===== src/rtl/sq_drain.sv =====
// sq_drain: drains committed stores from the store-queue head to data memory.
// Tracks committed-but-undrained stores and writes or releases one head entry at a time.
module sq_drain #(
  parameter int PEND_DEPTH = 8
) (
  input  logic                         clk,
  input  logic                         rstn,
  input  logic                         commit_st,
  input  logic [73:0]                  sq_head,
  input  logic                         sq_empty,
  output logic                         del,
  output logic                         mem_req,
  output logic [7:0]                   mem_addr,
  output logic [31:0]                  mem_wdata,
  input  logic                         mem_ack,
  output logic [$clog2(PEND_DEPTH):0] pend_cnt,
  output logic                         busy,
  output logic                         overflow
);
  localparam int CW = $clog2(PEND_DEPTH) + 1;
  localparam logic [CW-1:0] FULL = CW'(PEND_DEPTH);
  typedef enum logic [1:0] {IDLE, WRITE, RELEASE} state_t;
  state_t state, state_nxt;
  logic ready, launch, full;
  logic [CW-1:0] pend_nxt;
  logic unused_pc;
  assign unused_pc = ^sq_head[72:41];
  assign del  = state == RELEASE;
  assign busy = state != IDLE;
  assign full = pend_cnt == FULL;
  always_comb begin
    ready     = pend_cnt != '0 && !sq_empty;
    state_nxt = state == IDLE  ? (ready && !sq_head[73] ? RELEASE : ready && sq_head[40] ? WRITE : IDLE) :
                state == WRITE ? (mem_ack ? RELEASE : WRITE) : IDLE;
    launch    = state == IDLE && state_nxt == WRITE;
    // a commit and a delete in the same cycle cancel; a commit at full is dropped
    pend_nxt  = commit_st && !del && !full ? pend_cnt + 1'b1 :
                del && !commit_st          ? pend_cnt - 1'b1 : pend_cnt;
  end
  always_ff @(posedge clk or negedge rstn)
    if (!rstn) state <= IDLE;
    else       state <= state_nxt;
  always_ff @(posedge clk or negedge rstn) begin
    if (!rstn) begin
      mem_req   <= 1'b0;
      mem_addr  <= '0;
      mem_wdata <= '0;
      pend_cnt  <= '0;
      overflow  <= 1'b0;
    end else begin
      if (launch) begin
        mem_req   <= 1'b1;
        mem_addr  <= sq_head[39:32];
        mem_wdata <= sq_head[31:0];
      end else if (state == WRITE && mem_ack) begin
        mem_req <= 1'b0;
      end
      pend_cnt <= pend_nxt;
      overflow <= overflow | (commit_st && full && !del);
    end
  end
endmodule


===== config.mk =====
export PLATFORM = sky130hd
export DESIGN_NAME = sq_drain
export DESIGN_NICKNAME = d
export VERILOG_FILES = /design/src/rtl/sq_drain.sv
export SDC_FILE = /design/constraint.sdc
export NUM_CORES = 1
export LEC_CHECK = 0
export ABC_CLOCK_PERIOD_IN_PS = 4750
export CORE_MARGIN = 2
export CORE_UTILIZATION = 41
export DETAILED_ROUTE_END_ITERATION = 10
export PLACE_DENSITY = 0.83
export SLEW_MARGIN = 5
export SYNTH_ARGS = -nofsm -noshare
export SYNTH_HDL_FRONTEND = slang
export SYNTH_SLANG_ARGS = --single-unit

===== constraint.sdc =====
create_clock -name clk -period 4.75 [get_ports clk]
set_input_delay 0.95 -clock clk [delete_from_list [all_inputs] [get_ports clk]]
set_output_delay 0.95 -clock clk [all_outputs]
set_load 0.02 [all_outputs]

==> results.json, run 1 <==
{
  "cts_tree": "built",
  "period_share_pct": 58.8,
  "hold_depth": 1,
  "path_class": "in -> reg",
  "drive_gt1_share_pct": 26.5,
  "max-vdd-ir-drop_v": 0.000315,
  "cts_buffers": 5,
  "ctsResizeCount": 0,
  "postSynthAreaPerCell_um2": 17.3,
  "yosysSeqAreaShare_pct": 55.7,
  "die-width_um": 76.5,
  "cp-end-kind": "register",
  "min_path_type": "reg -> reg",
  "fin_skew_ps": 5.23,
  "cts_sinks": 48,
  "critPathArrivalTime_ps": 2980,
  "grt_first_pass_wirelength_mm": 7.40,
  "gp_congestion": 0.651,
  "dr.pass1.iters": 3,
  "overflow": 0,
  "grt_max_degree": 49,
  "synth_area_um2": 2160,
  "setup_viol": 0,
  "hold_viol": 0,
  "num-fill-cells": 395,
  "slew_viol_final": 0,
  "cap_violations": 0,
  "first_iter_violations": 32,
  "worstMarginPinSlew_ps": 1070,
  "crit_required_ps": 4930,
  "portBuffers": 94,
  "fmax_mhz": 358,
  "r2r_setup_slack_ps": 2370,
  "reg2reg_to": "pend_cnt[3]",
  "power_density_nw_per_um2": 650,
  "drc": 0,
  "initial_core_util_pct": 42.2,
  "min_to": "overflow",
  "area_delta_synth_final_pct": 49.4,
  "worstRegToRegCells": 7,
  "vias_per_cell": 4.65,
  "rsz0062_at_grt": "false",
  "vias": 1361,
  "dpl.hpwl_mm": 3.07,
  "synth_nets": 207,
  "ant_nets": 0,
  "min_period_ps": 2800,
  "grt_pass1_vias": 1351,
  "power.share.combinational_pct": 50.8,
  "r2r_start": "pend_cnt[1]",
  "num_antenna_cells": 0,
  "cts.clk_slew.worst_paths_ps": 90,
  "synth.area.top_cells": "dfrtp_1, mux2_4, buf_12, mux2_2, xor2_1",
  "leakage_nw": 1.40,
  "clk_latency_ps": 300,
  "status": "completed",
  "path_cells": "clkdlybuf4s50_1 > nand2_1 > or3_4 > nor2_8 > mux2_4",
  "antenna_found_initial": 0,
  "core_um2": 5110,
  "sw_frac_of_total_pct": 33.7,
  "routed_wl_mm": 4.39,
  "crit_fanout": 40,
  "die-area_um2": 5860,
  "critical_path.max_stage_delay_ps": 730,
  "ff_latch_area_um2": 1200,
  "netlist_instances": 125,
  "ios": 127,
  "hold_path.startpoint": "overflow",
  "fin_tns_setup_ps": 0,
  "synth_most_common_cell": "dfrtp_1",
  "die_height_um": 76.5,
  "clockBufferDepth": 2,
  "multi_input_area_um2": 868,
  "ys_types": 24,
  "startpoint_type": "input port",
  "ys.flop_type": "dfrtp_1",
  "postCtsHoldBufs": 0,
  "power.share.clock_pct": 14.8,
  "p_seq_share_pct": 34.4,
  "async_flop_share_pct": 100,
  "grtUsageTotal_pct": 16.1,
  "synth-edff-count": 0,
  "clock-root-buffer": "clkbuf_8",
  "ys_ff_latch": 48,
  "yosysWarnings": 0,
  "rows": 26,
  "internal_power_mw": 1.39,
  "power.switching_mw": 0.704,
  "routed_wire_length_per_instance_um": 15.0,
  "synth_top_area_share_pct": 55.7,
  "synth_top_area_cell": "dfrtp_1",
  "final_nets": 304,
  "synth_commonest_cells": "dfrtp_1, mux2_4, buf_12",
  "cts_setup_buffers": 0,
  "relSlewSlack_pct": 28.4,
  "post-route-util_pct": 63.1,
  "cts_max_level": 2,
  "crit_slowest_cell": "nor2_8"
}
[cells in the final DEF (no fill, tap or decap), types with 3 or more instances in the layout]
cell	netlist	routed
xor2_1	3	3
o21ai_0	3	3
clkbuf_8	0	6
mux2_4	40	40
dfrtp_1	48	48
clkdlybuf4s50_1	0	93
mux2_2	3	3
[worst max-delay path, delay by kind of cell]
kind                   cells  cell delay [ps]
muxes                      1              360
and+or+nand+nor            3             1150
buffers and inverters      1              480
[power groups by stage]
stage               Clock [mW]  Sequential, mW  Combinational [mW]
global placement             0           0.713                1.06
CTS                      0.319           0.720                1.08
detailed placement           0           0.727                1.07
finish                   0.310           0.720                1.06
global route             0.338           0.751                1.12
floorplan                    0           0.949               0.365
[cell families (layout without fill, tap and decap cells)]
kind of cell,Yosys count,after routing,synth area share [%]
muxes,43,43,29.4
DFF,48,48,55.7
adders and majority gates,3,3,2.09
xor gates and xnor gates,3,3,1.22
buffers and inverters,6,104,4.06
and+or+nand+nor,12,12,4.23
AOI/OAI and AO/OA,10,10,3.31
[layer usage]
metal | part of all wire [%] | track usage, % | vias up
met1 | 47 | 21.8 | 664
met5 | 0 | 0 | -
met3 | 5.0 | 4.74 | 6
li1 | - | - | 634
met2 | 46 | 24.8 | 57
met4 | 1.4 | 5.45 | 0
[area by class of cell]
type,count,area share (%)
Tap cell,70,2.72
Sequential cell,48,37.3
Clock inverter,2,1.20
Timing Repair Buffer,94,29.0
Multi-Input combinational cell,71,27.0
Inverter,2,0.233
Clock buffer,6,2.56
[state kept, by name, indices dropped and copies added (netlist names)]
name,cells
mem_addr,8
pend_cnt,4
state,2
overflow,1
mem_req,1
mem_wdata,32
[metrics by stage]
step | instance area [um^2] | setup slack, ps | hold slack (ps) | cells | power (mW)
2_1_floorplan | 2160 | 2410 | 470 | 125 | 1.31
3_3_place_gp | 3100 | 1660 | 469 | 285 | 1.78
3_5_place_dp | 3100 | 1650 | 464 | 285 | 1.79
4_1_cts | 3220 | 1970 | 494 | 293 | 2.12
5_1_grt | 3220 | 1870 | 507 | 293 | 2.21
6_report | 3220 | 1950 | 486 | 293 | 2.09
[how the worst max path moves through the flow]
stage                           start       endpoint  slack [ps]  cells after the start
after detailed placement  sq_head[73]  mem_wdata[13]        1650                      5
after global placement    sq_head[73]   mem_wdata[5]        1660                      5
final                     sq_head[73]  mem_wdata[24]        1950                      5
after floorplan           pend_cnt[1]    pend_cnt[3]        2410                      7
after global routing      sq_head[73]   mem_wdata[2]        1870                      5
after CTS                 sq_head[73]  mem_wdata[24]        1970                      5
(Power assumes the default switching activity.)
==> run 2: changes to the inputs <==
--- a/config.mk
+++ b/config.mk
@@ -5,11 +5,11 @@
 export SDC_FILE = /design/constraint.sdc
 export NUM_CORES = 1
 export LEC_CHECK = 0
-export ABC_CLOCK_PERIOD_IN_PS = 4750
+export ABC_CLOCK_PERIOD_IN_PS = 2700
 export CORE_MARGIN = 2
-export CORE_UTILIZATION = 41
+export CORE_UTILIZATION = 38
 export DETAILED_ROUTE_END_ITERATION = 10
-export PLACE_DENSITY = 0.83
+export PLACE_DENSITY = 0.78
 export SLEW_MARGIN = 5
 export SYNTH_ARGS = -nofsm -noshare
 export SYNTH_HDL_FRONTEND = slang
==> constraint.sdc (replaced) <==
create_clock -name clk -period 2.7 [get_ports clk]
set_input_delay 0.54 -clock clk [delete_from_list [all_inputs] [get_ports clk]]
set_output_delay 0.54 -clock clk [all_outputs]
set_load 0.02 [all_outputs]
==> results.json, run 2 (synthesized netlist as in run 1, its figures left out) <==
{
  "clk_latency_ps": 290,
  "fmax_mhz": 429,
  "sw_frac_of_total_pct": 33.5,
  "grt_max_degree": 27,
  "ios": 127,
  "fin_cells": 301,
  "routed_wire_length_per_instance_um": 15.3,
  "cp-end-kind": "register",
  "die-area_um2": 6290,
  "die_height_um": 79.3,
  "cts_tree": "built",
  "startpoint_type": "register",
  "relSlewSlack_pct": 74.1,
  "fin_ws_ps": 367,
  "cts_buffers": 5,
  "portBuffers": 94,
  "path_cells": "or4b_1 > nand3_2 > ha_1 > a21o_2 > a2111o_1 > o21ai_0 > xor2_1",
  "vias": 1383,
  "min_path_type": "in -> async",
  "reg.largest.list": "mem_wdata (32), mem_addr (8), pend_cnt (4)",
  "final_nets": 310,
  "critPathArrivalTime_ps": 2540,
  "initial_core_util_pct": 39.2,
  "crit_required_ps": 2900,
  "min_period_ps": 2330,
  "routed_wl_mm": 4.60,
  "dr.pass1.iters": 4,
  "cts_max_level": 2,
  "dpl.hpwl_mm": 3.56,
  "drive_gt1_share_pct": 28.4,
  "num_antenna_cells": 0,
  "largest_register": "mem_wdata",
  "postCtsHoldBufs": 0,
  "clockBufferDepth": 2,
  "fin_tns_setup_ps": 0,
  "grt_first_pass_wirelength_mm": 7.42,
  "cap_violations": 0,
  "power.share.clock_pct": 14.4,
  "setup_viol": 0,
  "critical_path.max_stage_delay_ps": 570,
  "place_area_um2": 3190,
  "design_area_um2": 3310,
  "crit_family": "compound AO/OA/AOI/OAI gates",
  "overflow": 0,
  "power.share.combinational_pct": 51.0,
  "grtUsageTotal_pct": 15.4,
  "ctsResizeCount": 0,
  "die-width_um": 79.3,
  "crit_slowest_cell": "or4b_1",
  "status": "completed",
  "period_share_pct": 86.4,
  "cts_setup_buffers": 0,
  "layout_common_cells": "clkdlybuf4s50_1, dfrtp_1, mux2_4",
  "hold_viol": 0,
  "power.switching_mw": 1.24,
  "internal_power_mw": 2.46,
  "path_class": "reg -> reg",
  "final_common_cell": "clkdlybuf4s50_1",
  "pre_cts_ws_ps": 247,
  "clock-root-buffer": "clkbuf_8",
  "cts_sinks": 48,
  "ant_nets": 0,
  "crit_fanout": 6,
  "rsz0062_at_grt": "false",
  "fin_skew_ps": 10.6,
  "cts.clk_slew.worst_paths_ps": 90,
  "first_iter_violations": 32,
  "antenna_found_initial": 0,
  "core_um2": 5510,
  "leakage_nw": 1.44,
  "area_delta_synth_final_pct": 53.3,
  "rows": 27,
  "vias_per_cell": 4.59,
  "gp_congestion": 0.707,
  "path_buf_inv": 0,
  "worstMarginPinSlew_ps": 386,
  "max-vdd-ir-drop_v": 0.000632,
  "power_density_nw_per_um2": 1120,
  "grt_pass1_vias": 1488,
  "slew_viol_final": 0,
  "placed_cells": 293,
  "p_seq_share_pct": 34.6,
  "drc": 0,
  "largest_register_ffs": 32
}
## run 2: path summary, 6_finish.rpt
path	from	endpoint	slack, ps	cells past startpoint
max in group asynchronous	rstn	pend_cnt[2]	2150	2
setup / recovery	pend_cnt[0]	pend_cnt[3]	370	7
min in group clk	overflow	overflow	480	1
hold reg to reg	overflow	overflow	480	1
hold / removal	rstn	mem_wdata[22]	30	1
setup reg to reg	pend_cnt[0]	pend_cnt[3]	370	7
## run 2: worst register-to-register path, cell delays in order (launching register included)
cell	delay, ps
dfrtp_1	470
or4b_1	570
nand3_2	110
ha_1	220
a21o_2	220
a2111o_1	390
o21ai_0	100
xor2_1	180
## run 2: area by class of cell
cell class	count	area (um^2)
clock buffers	6	82.6
clock inverters	2	38.8
fillers	426	2200
inverters	2	7.51
multi-input cells	71	868
flip-flops and latches	48	1200
well taps	72	90.1
repair buffers	100	1020
## run 2: power groups by stage
stage	Clock [mW]	Combinational, mW	Sequential [mW]
6_report	0.532	1.89	1.28
5_1_grt	0.585	2.00	1.33
4_1_cts	0.546	1.92	1.29
3_5_place_dp	0	1.91	1.29
3_3_place_gp	0	1.88	1.28
2_1_floorplan	0	0.643	1.67
## run 2: stage by stage
| step | total power [mW] | utilization, % | hold WS, ps |
|---|---|---|---|
| after CTS | 3.75 | 60.1 | 23.0 |
| after global routing | 3.92 | 60.1 | 12.4 |
| after floorplan | 2.31 | - | 244 |
| after global placement | 3.16 | 57.9 | 339 |
| after detailed placement | 3.20 | 57.9 | 344 |
| final | 3.70 | 60.1 | 28.0 |
## run 2: layer usage
metal	vias up	global-route usage, %	part of all wire (%)
met5	-	0	0
met4	0	5.52	1.8
met3	8	2.95	3.7
met2	46	27.1	54
met1	681	18.8	40
li1	648	-	-
==> run 3: changes to the inputs <==
--- a/config.mk
+++ b/config.mk
@@ -10,7 +10,7 @@
 export CORE_UTILIZATION = 38
 export DETAILED_ROUTE_END_ITERATION = 10
 export PLACE_DENSITY = 0.78
-export SLEW_MARGIN = 5
+export SETUP_SLACK_MARGIN = 0.2
 export SYNTH_ARGS = -nofsm -noshare
 export SYNTH_HDL_FRONTEND = slang
 export SYNTH_SLANG_ARGS = --single-unit
==> results of run 3 <==
Same layout as run 2: the final DEF is identical, and so are final timing and power.
